**src/rtl/debounce_pkg.sv**
```systemverilog
// Shared definitions for the switch debouncer: per-channel state encoding and
// the default stability window.
package debounce_pkg;

  typedef enum logic {
    ST_STABLE   = 1'b0,
    ST_CHANGING = 1'b1
  } ch_state_e;

  // 10 ms at 100 MHz.
  localparam int unsigned DEFAULT_STABLE_CYCLES = 1000000;

endpackage

```
**src/rtl/debounce_channel.sv**
```systemverilog
// One debounced switch channel: two-flop synchronizer, stability counter FSM
// and registered rise/fall pulses.
module debounce_channel
  import debounce_pkg::*;
#(
  parameter int unsigned STABLE_CYCLES = DEFAULT_STABLE_CYCLES
) (
  input  logic i_clk,
  input  logic i_rst,
  input  logic i_sw,
  output logic o_level,
  output logic o_rise,
  output logic o_fall
);

  localparam int unsigned CNT_WIDTH = $clog2(STABLE_CYCLES + 1);
  localparam logic [CNT_WIDTH-1:0] CNT_ONE  = CNT_WIDTH'(1);
  localparam logic [CNT_WIDTH-1:0] CNT_LAST = CNT_WIDTH'(STABLE_CYCLES - 1);

  if (STABLE_CYCLES < 2) begin : g_bad_param
    $error("debounce_channel: STABLE_CYCLES must be at least 2");
  end

  logic                 r_s1;
  logic                 r_s2;
  ch_state_e            r_state;
  logic [CNT_WIDTH-1:0] r_cnt;
  logic                 r_level;
  logic                 r_rise;
  logic                 r_fall;

  logic                 w_differ;
  logic                 w_cnt_done;

  assign w_differ   = (r_s2 != r_level);
  assign w_cnt_done = (r_cnt == CNT_LAST);

  always_ff @(posedge i_clk) begin
    if (i_rst) begin
      r_s1    <= 1'b0;
      r_s2    <= 1'b0;
      r_state <= ST_STABLE;
      r_cnt   <= '0;
      r_level <= 1'b0;
      r_rise  <= 1'b0;
      r_fall  <= 1'b0;
    end else begin
      r_s1   <= i_sw;
      r_s2   <= r_s1;
      r_rise <= 1'b0;
      r_fall <= 1'b0;
      unique case (r_state)
        ST_STABLE: begin
          if (w_differ) begin
            r_state <= ST_CHANGING;
            r_cnt   <= CNT_ONE;
          end
        end
        ST_CHANGING: begin
          if (!w_differ) begin
            // Any return to agreement discards the partial count.
            r_state <= ST_STABLE;
            r_cnt   <= '0;
          end else if (w_cnt_done) begin
            r_level <= r_s2;
            r_rise  <= r_s2;
            r_fall  <= ~r_s2;
            r_state <= ST_STABLE;
            r_cnt   <= '0;
          end else begin
            r_cnt <= r_cnt + CNT_ONE;
          end
        end
      endcase
    end
  end

  assign o_level = r_level;
  assign o_rise  = r_rise;
  assign o_fall  = r_fall;

endmodule

```
**src/rtl/switch_debounce_2ch.sv**
```systemverilog
// Two independent debounced switch channels feeding the gate block's A/B
// inputs; bit0 is channel A, bit1 is channel B.
module switch_debounce_2ch
  import debounce_pkg::*;
#(
  parameter int unsigned STABLE_CYCLES = DEFAULT_STABLE_CYCLES
) (
  input  logic       iClk,
  input  logic       iRst,
  input  logic [1:0] iSw,
  output logic [1:0] oLevel,
  output logic [1:0] oRise,
  output logic [1:0] oFall
);

  for (genvar g = 0; g < 2; g++) begin : g_ch
    debounce_channel #(
      .STABLE_CYCLES(STABLE_CYCLES)
    ) u_channel (
      .i_clk  (iClk),
      .i_rst  (iRst),
      .i_sw   (iSw[g]),
      .o_level(oLevel[g]),
      .o_rise (oRise[g]),
      .o_fall (oFall[g])
    );
  end

endmodule

```
**config.mk**
```make
export PLATFORM = sky130hd
export DESIGN_NAME = switch_debounce_2ch
export DESIGN_NICKNAME = d
export VERILOG_FILES = /design/src/rtl/debounce_pkg.sv /design/src/rtl/debounce_channel.sv /design/src/rtl/switch_debounce_2ch.sv
export SDC_FILE = /design/constraint.sdc
export NUM_CORES = 1
export LEC_CHECK = 0
export BUFFER_PORTS_ARGS = -buffer_cell sky130_fd_sc_hd__buf_2
export CAP_MARGIN = 20
export CORE_AREA = 10 10 114 116
export DETAILED_ROUTE_END_ITERATION = 6
export DIE_AREA = 0 0 124 126
export PLACE_DENSITY = 0.35
export SYNTH_ARGS = -nofsm -noshare
export SYNTH_HDL_FRONTEND = slang
export SYNTH_SLANG_ARGS = --single-unit
```
**constraint.sdc**
```tcl
create_clock -name iClk -period 2.9 [get_ports iClk]
set_clock_uncertainty 0.15 [all_clocks]
set_input_delay 0.145 -clock iClk [delete_from_list [all_inputs] [get_ports iClk]]
set_output_delay 0.145 -clock iClk [all_outputs]
set_load 0.005 [all_outputs]
```
==> results.yml <==
floorplanning:
  floorplan.rows: 38
  floorplan.core_area_um2: 10700
  fp.dieH_um: 126
  floorplan.initialDensity_pct: 24.5
  dieWidth_um: 124
  design.portCount: 10
  total_die_area_um2: 15600
synthesis:
  postSynth.asyncResetShare_pct: 0
  synth_area_per_cell_um2: 8.49
  synth.net_count: 315
  postSynthCellCount: 309
  post-synth-top-area-cell: "sky130_fd_sc_hd__dfxtp_1"
  synth_top_flop_cell: "sky130_fd_sc_hd__dfxtp_1"
  mappedNetlistArea_um2: 2620
  synth-seq-area-share_pct: 39.7
  post_synth_num_cell_types: 52
  synth_edf_count: 0
  synth.ff_latch_count: 52
  synth_area_leaders: "sky130_fd_sc_hd__dfxtp_1, sky130_fd_sc_hd__nand3_1, sky130_fd_sc_hd__a21oi_1, sky130_fd_sc_hd__a31oi_1, sky130_fd_sc_hd__nand2_1"
  area_share_of_the_leading_cell_type_in_the_synthesized_netlist_pct: 39.7
  ys.warnings.count: 0
pwr:
  total_switching_power_uw: 295
  reported_leakage_power_uw: 0.000978
  powerDensity_nw_per_um2: 425
  part_of_the_total_power_dissipated_in_combinational_logic_pct: 4.2
  p_int_uw: 932
  clk_pwr_share_pct: 36.6
  fraction_of_power_spent_switching_nets_pct: 24.0
  irDropWorstVdd_v: 0.000192
  power.sequential.fraction_pct: 59.2
clocking:
  post_cts_resize_count: 0
  clock-sinks: 52
  worstSkewPairLatency_ns: 0.32
  cts_htree_levels: 2
  cts.root.buffer_cell: "sky130_fd_sc_hd__clkbuf_8"
  clock_transition_at_the_register_clock_pins_on_the_worst_setup_and_hold_paths_after_cts_ns: 0.10
  numCtsBuffers: 5
  clock_tree.buffer_depth: 2
  tritoncts_clock_tree: "done"
setup_path:
  crit_required_ns: 2.97
  timing.setup.critical_path_class: "reg -> reg"
  crit_arrival_ns: 2.51
  worst-path-max-fanout: 17
  critical_path.cell_chain: "or4b_4 -> nor4_4 -> a21oi_2 -> buf_4 -> a21o_1 -> a22o_1"
  rr_startpoint: "g_ch[0].u_channel.r_cnt[7]"
  crit_end_category: "register"
  critPathLaunch: "g_ch[0].u_channel.r_cnt[7]"
  worst_setup_path_start_kind: "register"
  cp_slowest_stage_delay_ns: 0.58
  worst_path_max_delay_cell: "sky130_fd_sc_hd__or4b_4"
placed_design:
  dp.final_hpwl_mm: 4.30
  worst_slack_after_detailed_placement_ns: 0.466
  placement.io_buffers: 9
  finalWeightedCongestion: 0.723
timing:
  final_hold_viol_count: 0
  tightest_slew_ns: 0.742
  max_slew_headroom_at_the_worst_pin_pct: 50.5
  finalSetupViolations: 0
  rsz0062_at_grt: "no"
  timing.final.crit_share_pct: 84.1
  max_clock_freq_mhz: 410
  slew_violations: 0
  final_period_minus_worst_setup_slack_ns: 2.44
  setup_tns_ns: 0
  post-route-worst-setup-slack_ns: 0.462
detailed_routing:
  drtAntennaViolNets: 0
  total_vias_in_the_final_route: 2273
  detail_route.iter0.violations: 169
  drt_pass1_iterations: 5
  drc: 0
  postRouteWirelength_mm: 6.34
  post_drt_via_cell_ratio: 5.01
  post_drt_wl_per_cell_um: 14.0
grt:
  grt_start_max_net_pins: 27
  grt_antenna_before_repair: 0
  globalRoute.totalOverflow: 0
  number_of_global_route_vias_before_repair: 2102
  grt_pass1_wl_mm: 10.7
  grt.total_usage_pct: 8.39
cells_and_area:
  area.growth.synth_to_final_pct: 9.87
  postLayoutCoreUtil_pct: 26.9
  antenna_cells_inserted: 0
  layout_commonest_cell: "sky130_fd_sc_hd__dfxtp_1"
  nets: 319
  final_layout_size_suffix_gt1_share_pct: 11.8
  top_library_cells_by_usage_in_the_layout_fill_and_taps_aside: "sky130_fd_sc_hd__dfxtp_1, sky130_fd_sc_hd__nand3_1, sky130_fd_sc_hd__nand2_1, sky130_fd_sc_hd__a21oi_1, sky130_fd_sc_hd__nor2_1"
worst_hold_path:
  hp-start: "iRst"
  hold_path_class: "in -> reg"
outcome:
  status: "completed"
run:
  max_cap_viol_count: 0
## metal layers
layer  global-route usage, %  wire length, um  vias to the layer above  share of wire (%)
met5                       0                0                        -                  0
met4                    3.05               98                        0                1.5
met3                    2.14              211                        6                3.3
met2                    12.0             2770                       46                 44
met1                    11.8             3260                     1077                 51
li1                        -                -                     1144                  -
## worst max-delay path: cells and delay by family (launching register included)
family | cells | cell delay, ns
buffers and inverters | 1 | 0.26
DFF | 1 | 0.40
AOI/OAI and AO/OA | 3 | 0.64
and+or+nand+nor | 2 | 0.90
## layout make-up
type	count	area (um2)
clock buffers	6	82.6
clock inverters	2	10.0
repair buffers	17	110
inverters	8	30.0
well taps	140	175
flip-flops and latches	52	1040
fillers	1166	7820
multi-input cells	229	1430
## stage by stage
| step | total power (uW) | hold WS, ns | area (um2) | cells |
|---|---|---|---|---|
| 6_report | 1230 | 0.156 | 2880 | 454 |
| 2_1_floorplan | 774 | 0.123 | 2620 | 309 |
| 3_5_place_dp | 793 | 0.211 | 2770 | 444 |
| 4_1_cts | 1250 | 0.152 | 2880 | 454 |
| 5_1_grt | 1280 | 0.168 | 2880 | 454 |
| 3_3_place_gp | 794 | 0.208 | 2770 | 444 |
## state kept, by name (all words and copies together), names as in the netlist
register                flops
g_ch.u_channel.o_level      2
g_ch.u_channel.o_fall       2
g_ch.u_channel.r_state      2
g_ch.u_channel.r_cnt       40
g_ch.u_channel.o_rise       2
g_ch.u_channel.r_s2         2
g_ch.u_channel.r_s1         2
## cells in the mapped netlist (5+ instances only)
library cell               instances
sky130_fd_sc_hd__dfxtp_1          52
sky130_fd_sc_hd__nand3_1          27
sky130_fd_sc_hd__a21oi_1          24
sky130_fd_sc_hd__nand2_1          24
sky130_fd_sc_hd__nor2_1           21
sky130_fd_sc_hd__a31oi_1          15
sky130_fd_sc_hd__o21ai_0          12
sky130_fd_sc_hd__nand4_1          10
sky130_fd_sc_hd__nor3_1           10
sky130_fd_sc_hd__clkbuf_1          9
sky130_fd_sc_hd__inv_1             8
sky130_fd_sc_hd__mux2i_1           8
sky130_fd_sc_hd__buf_4             7
sky130_fd_sc_hd__a22o_1            5
sky130_fd_sc_hd__nor4b_1           5
sky130_fd_sc_hd__or3_1             5
## cells by family (layout without fill, tap and decap cells)
family | Yosys count | after routing | synth area share, %
buffers and inverters | 28 | 33 | 5.67
AO/OA/AOI/OAI | 77 | 77 | 18.7
adder cells (fa/ha/maj) | 2 | 2 | 0.954
AND/OR/NAND/NOR | 137 | 137 | 30.2
multiplexers | 8 | 8 | 3.05
XOR/XNOR | 5 | 5 | 1.67
flip-flops | 52 | 52 | 39.7
## power groups by stage
stage | Sequential, uW | Combinational, uW | Clock [uW]
3_3_place_gp | 744 | 50.6 | 0
3_5_place_dp | 743 | 50.2 | 0
6_report | 727 | 51.5 | 448
4_1_cts | 727 | 52.6 | 473
2_1_floorplan | 741 | 33.0 | 0
5_1_grt | 728 | 58.7 | 496
## repair_timing
action,in CTS,in global routing
buffers inserted,0,0
hold buffers,2,0
hold endpoints to repair,2,0
## worst paths after layout
kind                                 end  slack [ns]  cells past startpoint
min           g_ch[1].u_channel.r_cnt[1]        0.16                      3
max          g_ch[0].u_channel.r_cnt[10]        0.46                      6
min reg2reg       g_ch[1].u_channel.r_s2        0.30                      1
max reg2reg  g_ch[0].u_channel.r_cnt[10]        0.46                      6
Note: power is estimated with default switching activity, not from simulation.
